**src/rtl/decode_stage.sv**
```systemverilog
// RV32I instruction-decode stage: control decode, immediate extension, register
// file, ID/EX pipeline register and the hazard unit (forwarding, stall, flush).
module decode_stage (
  input  logic        clk,
  input  logic        reset,
  input  logic [31:0] InstrD,
  input  logic [31:0] PCD,
  input  logic [31:0] PCPlus4D,
  input  logic        PCSrcE,
  input  logic [4:0]  RdM,
  input  logic        RegWriteM,
  input  logic [4:0]  RdW,
  input  logic        RegWriteW,
  input  logic [31:0] ResultW,
  output logic [31:0] RD1E,
  output logic [31:0] RD2E,
  output logic [31:0] PCE,
  output logic [31:0] ImmExtE,
  output logic [31:0] PCPlus4E,
  output logic [4:0]  RdE,
  output logic        RegWriteE,
  output logic        MemWriteE,
  output logic        JumpE,
  output logic        BranchE,
  output logic        ALUSrcE,
  output logic [1:0]  ResultSrcE,
  output logic [2:0]  ALUControlE,
  output logic [1:0]  forwardA,
  output logic [1:0]  forwardB,
  output logic        StallF,
  output logic        StallD,
  output logic        FlushD
);

  typedef enum logic [6:0] {
    OP_LOAD   = 7'b0000011,
    OP_STORE  = 7'b0100011,
    OP_RTYPE  = 7'b0110011,
    OP_IALU   = 7'b0010011,
    OP_BRANCH = 7'b1100011,
    OP_JAL    = 7'b1101111
  } opcode_e;

  typedef enum logic [2:0] {
    ALU_ADD = 3'b000,
    ALU_SUB = 3'b001,
    ALU_AND = 3'b010,
    ALU_OR  = 3'b011,
    ALU_SLT = 3'b101
  } alu_e;

  logic [6:0]  opcode;
  logic [2:0]  funct3;
  logic        funct7b5;
  logic [4:0]  rs1d, rs2d;
  logic [4:0]  Rs1E, Rs2E;

  logic        regwrite_d, memwrite_d, jump_d, branch_d, alusrc_d;
  logic [1:0]  resultsrc_d;
  logic [2:0]  aluctl_d;
  logic [2:0]  alu_arith;
  logic        sub_en;
  logic [31:0] imm_d;
  logic [31:0] rd1_d, rd2_d;
  logic        lwstall, flushe;

  logic [31:0] rf [32];

  assign opcode   = InstrD[6:0];
  assign funct3   = InstrD[14:12];
  assign funct7b5 = InstrD[30];
  assign rs1d     = InstrD[19:15];
  assign rs2d     = InstrD[24:20];

  // funct7[5] selects sub only for R-type; I-type funct3 000 is always addi
  assign sub_en = (opcode == OP_RTYPE) && funct7b5;

  always_comb begin
    alu_arith = ALU_ADD;
    case (funct3)
      3'b000:  alu_arith = sub_en ? ALU_SUB : ALU_ADD;
      3'b010:  alu_arith = ALU_SLT;
      3'b110:  alu_arith = ALU_OR;
      3'b111:  alu_arith = ALU_AND;
      default: alu_arith = ALU_ADD;
    endcase
  end

  always_comb begin
    regwrite_d  = 1'b0;
    memwrite_d  = 1'b0;
    jump_d      = 1'b0;
    branch_d    = 1'b0;
    alusrc_d    = 1'b0;
    resultsrc_d = 2'b00;
    aluctl_d    = ALU_ADD;
    imm_d       = '0;
    case (opcode)
      OP_LOAD: begin
        regwrite_d  = 1'b1;
        alusrc_d    = 1'b1;
        resultsrc_d = 2'b01;
        imm_d       = {{20{InstrD[31]}}, InstrD[31:20]};
      end
      OP_STORE: begin
        memwrite_d = 1'b1;
        alusrc_d   = 1'b1;
        imm_d      = {{20{InstrD[31]}}, InstrD[31:25], InstrD[11:7]};
      end
      OP_RTYPE: begin
        regwrite_d = 1'b1;
        aluctl_d   = alu_arith;
      end
      OP_IALU: begin
        regwrite_d = 1'b1;
        alusrc_d   = 1'b1;
        aluctl_d   = alu_arith;
        imm_d      = {{20{InstrD[31]}}, InstrD[31:20]};
      end
      OP_BRANCH: begin
        branch_d = 1'b1;
        aluctl_d = ALU_SUB;
        imm_d    = {{20{InstrD[31]}}, InstrD[7], InstrD[30:25], InstrD[11:8], 1'b0};
      end
      OP_JAL: begin
        regwrite_d  = 1'b1;
        jump_d      = 1'b1;
        resultsrc_d = 2'b10;
        imm_d       = {{12{InstrD[31]}}, InstrD[19:12], InstrD[20], InstrD[30:21], 1'b0};
      end
      default: ;
    endcase
  end

  always_ff @(posedge clk or negedge reset) begin
    if (!reset) begin
      for (int unsigned i = 0; i < 32; i++) rf[i] <= '0;
    end else if (RegWriteW && (RdW != '0)) begin
      rf[RdW] <= ResultW;
    end
  end

  // Write-through lets a same-cycle writeback reach the instruction being decoded
  always_comb begin
    if (rs1d == '0)                          rd1_d = '0;
    else if (RegWriteW && (RdW == rs1d))     rd1_d = ResultW;
    else                                     rd1_d = rf[rs1d];
    if (rs2d == '0)                          rd2_d = '0;
    else if (RegWriteW && (RdW == rs2d))     rd2_d = ResultW;
    else                                     rd2_d = rf[rs2d];
  end

  assign lwstall = ResultSrcE[0] && (RdE != '0) && ((RdE == rs1d) || (RdE == rs2d));
  assign flushe  = lwstall || PCSrcE;
  assign StallF  = lwstall;
  assign StallD  = lwstall;
  assign FlushD  = PCSrcE;

  always_ff @(posedge clk or negedge reset) begin
    if (!reset) begin
      RD1E        <= '0;
      RD2E        <= '0;
      PCE         <= '0;
      ImmExtE     <= '0;
      PCPlus4E    <= '0;
      RdE         <= '0;
      Rs1E        <= '0;
      Rs2E        <= '0;
      RegWriteE   <= 1'b0;
      MemWriteE   <= 1'b0;
      JumpE       <= 1'b0;
      BranchE     <= 1'b0;
      ALUSrcE     <= 1'b0;
      ResultSrcE  <= '0;
      ALUControlE <= '0;
    end else if (flushe) begin
      RD1E        <= '0;
      RD2E        <= '0;
      PCE         <= '0;
      ImmExtE     <= '0;
      PCPlus4E    <= '0;
      RdE         <= '0;
      Rs1E        <= '0;
      Rs2E        <= '0;
      RegWriteE   <= 1'b0;
      MemWriteE   <= 1'b0;
      JumpE       <= 1'b0;
      BranchE     <= 1'b0;
      ALUSrcE     <= 1'b0;
      ResultSrcE  <= '0;
      ALUControlE <= '0;
    end else begin
      RD1E        <= rd1_d;
      RD2E        <= rd2_d;
      PCE         <= PCD;
      ImmExtE     <= imm_d;
      PCPlus4E    <= PCPlus4D;
      RdE         <= InstrD[11:7];
      Rs1E        <= rs1d;
      Rs2E        <= rs2d;
      RegWriteE   <= regwrite_d;
      MemWriteE   <= memwrite_d;
      JumpE       <= jump_d;
      BranchE     <= branch_d;
      ALUSrcE     <= alusrc_d;
      ResultSrcE  <= resultsrc_d;
      ALUControlE <= aluctl_d;
    end
  end

  // Memory stage takes priority over writeback
  always_comb begin
    forwardA = 2'b00;
    if (RegWriteM && (RdM != '0) && (RdM == Rs1E))      forwardA = 2'b10;
    else if (RegWriteW && (RdW != '0) && (RdW == Rs1E)) forwardA = 2'b01;
    forwardB = 2'b00;
    if (RegWriteM && (RdM != '0) && (RdM == Rs2E))      forwardB = 2'b10;
    else if (RegWriteW && (RdW != '0) && (RdW == Rs2E)) forwardB = 2'b01;
  end

endmodule

```
**config.mk**
```make
export PLATFORM = sky130hd
export DESIGN_NAME = decode_stage
export DESIGN_NICKNAME = d
export VERILOG_FILES = /design/src/rtl/decode_stage.sv
export SDC_FILE = /design/constraint.sdc
export NUM_CORES = 2
export LEC_CHECK = 0
export BUFFER_PORTS_ARGS = -buffer_cell sky130_fd_sc_hd__buf_2
export CAP_MARGIN = 15
export CORE_AREA = 2 2 448 450
export CTS_CLUSTER_DIAMETER = 30
export DETAILED_ROUTE_END_ITERATION = 6
export DIE_AREA = 0 0 450 452
export PLACE_DENSITY = 0.52
export SYNTH_ARGS = -nofsm -noshare
export SYNTH_HDL_FRONTEND = slang
export SYNTH_SLANG_ARGS = --single-unit
```
**constraint.sdc**
```tcl
create_clock -name clk -period 3.8 [get_ports clk]
set_input_delay 0 -clock clk [delete_from_list [all_inputs] [get_ports clk]]
set_output_delay 0 -clock clk [all_outputs]
set_load 0.05 [all_outputs]
```
### Word-level counts from Yosys, hierarchy flattened

Cells that the tools add are included.
W data, S select, Z words.

| operators by class | value |
|---|---|
| add/subtract/negate cells | 0 |
| multipliers | 0 |
| div/mod/pow operators | 0 |
| magnitude comparators | 4 |
| equal/unequal tests | 17 |
| shift operators | 0 |
| multiplexer cells | 42 |
| bitwise operators | 3 |
| reductions and logical operators | 24 |

Operators by type and width:

| operator | number |
|---|---|
| $bwmux W1024 | 1 |
| $mux W32 | 14 |
| $bmux W32 S5 | 2 |
| $demux W32 S5 | 1 |
| $pmux W32 S4 | 1 |
| $eq A5 B5 Y1 | 8 |
| $ge A6 B6 Y1 const B | 3 |
| $not A5 Y6 | 3 |
| $mux W5 | 3 |
| $reduce_bool A5 Y1 | 3 |
| $eq A7 B6 Y1 const B | 2 |
| $eq A7 B7 Y1 const B | 2 |
| $mux W1 | 13 |
| $logic_and A1 B1 Y1 | 12 |
| $pmux W3 S4 | 1 |
| $logic_not A5 Y1 | 2 |
| $eq A7 B2 Y1 const B | 1 |
| $eq A7 B5 Y1 const B | 1 |
| $eq A3 B3 Y1 const B | 2 |
| $lt A6 B1 Y1 const B | 1 |
| $mux W2 | 3 |
| $pmux W3 S2 | 1 |
| $pmux W2 S2 | 1 |
| $reduce_or A2 Y1 | 2 |
| 6 further kinds | 7 |

| storage, ports and cells | value |
|---|---|
| bits in registers | 1209 |
| latch bits | 0 |
| memory bits (writable) | 0 |
| ROM bits | 0 |
| input bits | 143 |
| output and inout port bits | 182 |
| memories | 0 |

### Depth between registers and ports, before layout

| depth | value |
|---|---|
| depth in word-level cells | 7 |
| mapped depth | 9 |
| mapped depth without buffers | 6 |

### Worst setup path before layout

No wires, ideal clock.

| timing path | value |
|---|---|
| path kind | reg2out |
| start | register Rs1E[4] |
| end | output port forwardA[0] |
| arrival time | 2.951 ns |
| required time | 3.800 ns |
| path slack | 0.849 ns |
| cell stages (with the launch flop) | 5 |
| buffers on the path | 0 |
| path through | dfrtp_1 xnor2_1 nand3_1 nor4_1 nor4_1 |

| between the ends | value |
|---|---|
| cells in the longest elaborated chain, start to end | 4 |
| elaborated cells between the ends (all ways) | 6 |
| those cells by class | eq/ne (2); mux (2); reduce/logical (2) |

Ends and longest elaborated chain:

| what | RTL line | source |
|---|---|---|
| from (decl) | 56 | `logic [4:0] Rs1E, Rs2E;` |
| from (signal assigned) | 199 | `Rs1E <= rs1d;` |
| $eq A5 B5 Y1 | 215 | `else if (RegWriteW && (RdW != '0) && (RdW == Rs1E)) forwardA = 2'b01;` |
| $logic_and A1 B1 Y1 | 215 |  |
| $mux W1 | 215 |  |
| $mux W2 (*) | 214 | `if (RegWriteM && (RdM != '0) && (RdM == Rs1E)) forwardA = 2'b10;` |
| to (decl) | 28 | `output logic [1:0] forwardA,` |

Mark *: on every way between the ends. The rest lies on a longest branch, timed or not.

### Final worst setup path

| timing path | value |
|---|---|
| start | register RdE[1] |
| end | register ImmExtE[10] |

| between the ends | value |
|---|---|
| cells in the longest elaborated chain, start to end | 5 |
| elaborated cells between the ends (all ways) | 8 |
| those cells by class | eq/ne (2); mux (1); reduce/logical (5) |

Ends and longest elaborated chain:

| what | RTL line | source |
|---|---|---|
| from (decl) | 20 | `output logic [4:0] RdE,` |
| from (signal assigned) | 198 | `RdE <= InstrD[11:7];` |
| $eq A5 B5 Y1 / $reduce_bool A5 Y1 (equally long branches) | 153 | `assign lwstall = ResultSrcE[0] && (RdE != '0) && ((RdE == rs1d) \|\| (RdE == rs2d));` |
| $logic_or A1 B1 Y1 / $logic_and A1 B1 Y1 (equally long branches) | 153 |  |
| $logic_and A1 B1 Y1 (*) | 153 |  |
| $logic_or A1 B1 Y1 (*) | 154 | `assign flushe = lwstall \|\| PCSrcE;` |
| $mux W32 (*) | 176 | `end else if (flushe) begin` |
| to (signal assigned) | 196 | `ImmExtE <= imm_d;` |
| to (decl) | 18 | `output logic [31:0] ImmExtE,` |

Marked as above.
A chain may end at the register's enable or synchronous reset.

==> run metrics <==
vias in the first global route=between 40,000 and 50,000; Global Route met2 Usage=34.1%; clock share of power=50.2%; Final ANT Viol Nets=0; CP max stage delay=between 500 and 600 ps; post-CTS sizing=0; CTS Buf Count=290; Die W=roughly 450 um; f_max=between 300 and 400 MHz; sw frac=25.5%; Mapped Nets=between 4,000 and 5,000; P_leak=between 30 and 40 nW; Pre-antenna DRT Iters=5; Setup-failing EPs final=0; grt total ovfl=0; num rows=about 160; status=finished clean; Yosys cell types=51; worst reg-to-reg path cell count=6; power share of the combinational group=between 10 and 15%; Yosys top cell area share=50.5%; # IOs=325; Max stage delay cell, worst path=and2_1; startpoint of the worst register-to-register path=RdE[1]; Synth async-reset ratio=100%; Seq/Total Area, Yosys=approximately half; RD Place Congestion=0.808; Cell Chain, Critical Path=or4_1, o21a_1, a21oi_4, and2_1, and3_1, dlygate4sd3_1; Setup crit end kind=flop; WL/cell=about 30 um; DR iter-0 viols=between 3,000 and 4,000; clk_skew=38.7 ps; Main synth FF type=dfrtp_1; Arrival @ worst endpoint=approximately 4000 ps; CTS tree=done; Critical Path Start Type=flop; GR met1 Demand/Resource=around 28%; Clock Root Buffer=clkbuf_16; final period utilization=between 80% and 90%; Seq pwr share=a little over a third; Detailed Route WL=about 220,000 um; # H-tree levels=5; average cell area after synthesis=15.3 sq um; later-pin clock latency in the skew report=910 ps; most common cell in the synthesized netlist=dfrtp_1; max_slew headroom=between 20 and 30%; r2r setup slk=650 ps; DIE AREA=approximately 200,000 sq um; Final Slew Violations=0; Crit Path Class=flop to flop; Top Usage Layer GRT=met2; Core Util, Final=38.3%; critical path required time=around 4600 ps; worst hold-check path type=primary input to flop; synthesis-to-finish area growth=28.4%; DRC=0; Via density=around 5.5; #FFs+latches synth=between 1,000 and 1,500; cell internal pwr=~35 mW; total negative setup slack=0 ps; Peak VDD IR=0.000405 V; ranking of synthesized cells by area=dfrtp_1 (51%), mux4_2 (19%), mux2_2 (19%); final instance area=roughly 76,000 sq um; input/output buffers=324; Initial Util=29.9%; Post-synth EDFFs=0; Max Buffers Root-to-Sink=4; post-layout net count=about 4,600; Hold Vio Cnt, Final=0; worst r2r dst=ImmExtE[10]; Tot GR Track Use=21.2%; Synth area leader=dfrtp_1; DR vias=between 40,000 and 50,000; Post-synth top cells=dfrtp_1 (1,197), mux2_2 (993), mux4_2 (511); area of the multi-input gates=27,700 sq um; clock slew at reported path FFs=50 ps; Post-DP HPWL=122,000 um; end of the critical path=ImmExtE[10]; Register Area=around 30,000 sq um; CP Max Fanout=21; post-route minimum period=about 3200 ps; P per Cell Area=between 600 and 700 nW/um^2; Core Region=around 200,000 sq um; chip height=between 400 and 500 um; GRT met3 Usage=just over 5%; CP Launch Point=RdE[1]; largest net degree at the start of global routing=100; max-capacitance violation count=0; P_sw=roughly 12 mW; antenna violations before repair=19; synthesized area=59,300 sq um; global-route wire length before repair=~310,000 um; Fillers=around 19,000; slew at the pin with the worst max-slew slack=around 1100 ps; layout cells sized above 1=between 50% and 60%; dpl cell area=approximately 64,000 sq um; Synth Warn #=0; CTS Sinks=between 1,000 and 1,500; cell count after synthesis=~3,900; RSZ-0062 raised after global routing=no
## per-layer routing
| layer | part of all wire, % | wire (um) |
|---|---|---|
| met3 | 7.4 | 16000 |
| met4 | 3.4 | 7480 |
| met5 | 0.059 | 129 |
| met1 | 42 | 90100 |
| met2 | 48 | 103000 |
## cell usage in the layout (no fill, tap or decap), types with 14 or more instances in the layout
| master | synthesis | layout |
|---|---|---|
| a22o_1 | 58 | 58 |
| mux2_2 | 993 | 993 |
| buf_2 | 99 | 320 |
| nor2_4 | 0 | 17 |
| xnor2_1 | 20 | 20 |
| xor2_1 | 20 | 20 |
| clkbuf_8 | 0 | 36 |
| buf_4 | 16 | 83 |
| nand2_1 | 40 | 23 |
| a22oi_1 | 15 | 15 |
| and2_1 | 83 | 83 |
| nor2_1 | 47 | 31 |
| clkinv_4 | 0 | 14 |
| bufinv_16 | 0 | 21 |
| o22ai_1 | 219 | 219 |
| nor4_1 | 62 | 62 |
| a211oi_1 | 19 | 19 |
| mux4_2 | 511 | 511 |
| nor3_1 | 15 | 15 |
| dlygate4sd3_1 | 0 | 262 |
| nor2b_1 | 22 | 22 |
| clkinvlp_4 | 0 | 24 |
| buf_12 | 0 | 43 |
| clkbuf_16 | 0 | 298 |
| clkbuf_1 | 249 | 44 |
| clkinv_2 | 0 | 36 |
| nand3_1 | 19 | 18 |
| dfrtp_1 | 1197 | 1197 |
## how the worst min path moves through the flow
stage | cells after the start | to | slack [ps] | startpoint
6_report | 4 | rf[63] | 120 | RdW[0]
5_1_grt | 4 | rf[63] | 110 | RdW[0]
4_1_cts | 4 | rf[63] | 30 | RdW[0]
3_5_place_dp | 1 | ALUControlE[0] | 50 | reset
3_3_place_gp | 1 | PCPlus4E[31] | 50 | reset
2_1_floorplan | 0 | ALUControlE[0] | -300 | reset
## flip-flops by register name, summed over array words and instances (netlist names)
signal and cells:
PCE 32, BranchE 1, RegWriteE 1, RdE 5
RD1E 32, Rs1E 5, ImmExtE 21, JumpE 1
ResultSrcE 1, PCPlus4E 32, ALUControlE 3, ALUSrcE 1
MemWriteE 1, RD2E 32, rf 1024, Rs2E 5
## power groups by stage
stage / registers [mW] / clock network (mW) / logic [mW]
2_1_floorplan: 16.5 / 0 / 4.82
3_3_place_gp: 16.6 / 0 / 6.74
3_5_place_dp: 16.7 / 0 / 6.84
4_1_cts: 16.5 / 24.1 / 7.08
5_1_grt: 16.8 / 24.9 / 7.51
6_report: 16.5 / 23.8 / 7.06
## area by class of cell
| class | count | area share, % |
|---|---|---|
| sequential | 1197 | 39.3 |
| clock buffer | 378 | 10.7 |
| antenna | 2 | 0.00657 |
| tap | 2656 | 4.37 |
| timing repair buffer | 714 | 7.63 |
| multi-input combinational | 2240 | 36.4 |
| inverter | 2 | 0.00986 |
| clock inverter | 107 | 1.61 |
## kinds of logic after synthesis
logic type	count (synthesis)	synth area share, %
compound gates	348	4.03
simple gates	343	3.32
xor+xnor	40	0.591
mux	1509	38.4
buf+inv	444	3.20
flops	1197	50.5
## per-stage QoR
stage / std cells / hold WS (ps) / power, mW / setup WS [ps]
after global placement: 6544 / 51.7 / 23.3 / 950
after floorplan: 3881 / -296 / 21.3 / 849
after global routing: 7295 / 105 / 49.2 / 533
after detailed placement: 6544 / 54.8 / 23.5 / 922
after CTS: 7292 / 32.4 / 47.7 / 755
final: 7296 / 124 / 47.4 / 650
## repair_timing
action / 4_1_cts / 5_1_grt
hold buffers: 263 / 0
endpoints found under the hold margin: 2330 / 0
buffers inserted: 0 / 0
## critical path, delay by kind of cell (launching register included)
| kind | cells | cell delay (ps) |
|---|---|---|
| and+or+nand+nor | 3 | 1390 |
| AOI/OAI and AO/OA | 2 | 670 |
| buffers and inverters | 1 | 570 |
| DFF | 1 | 420 |
(Power assumes the default switching activity.)
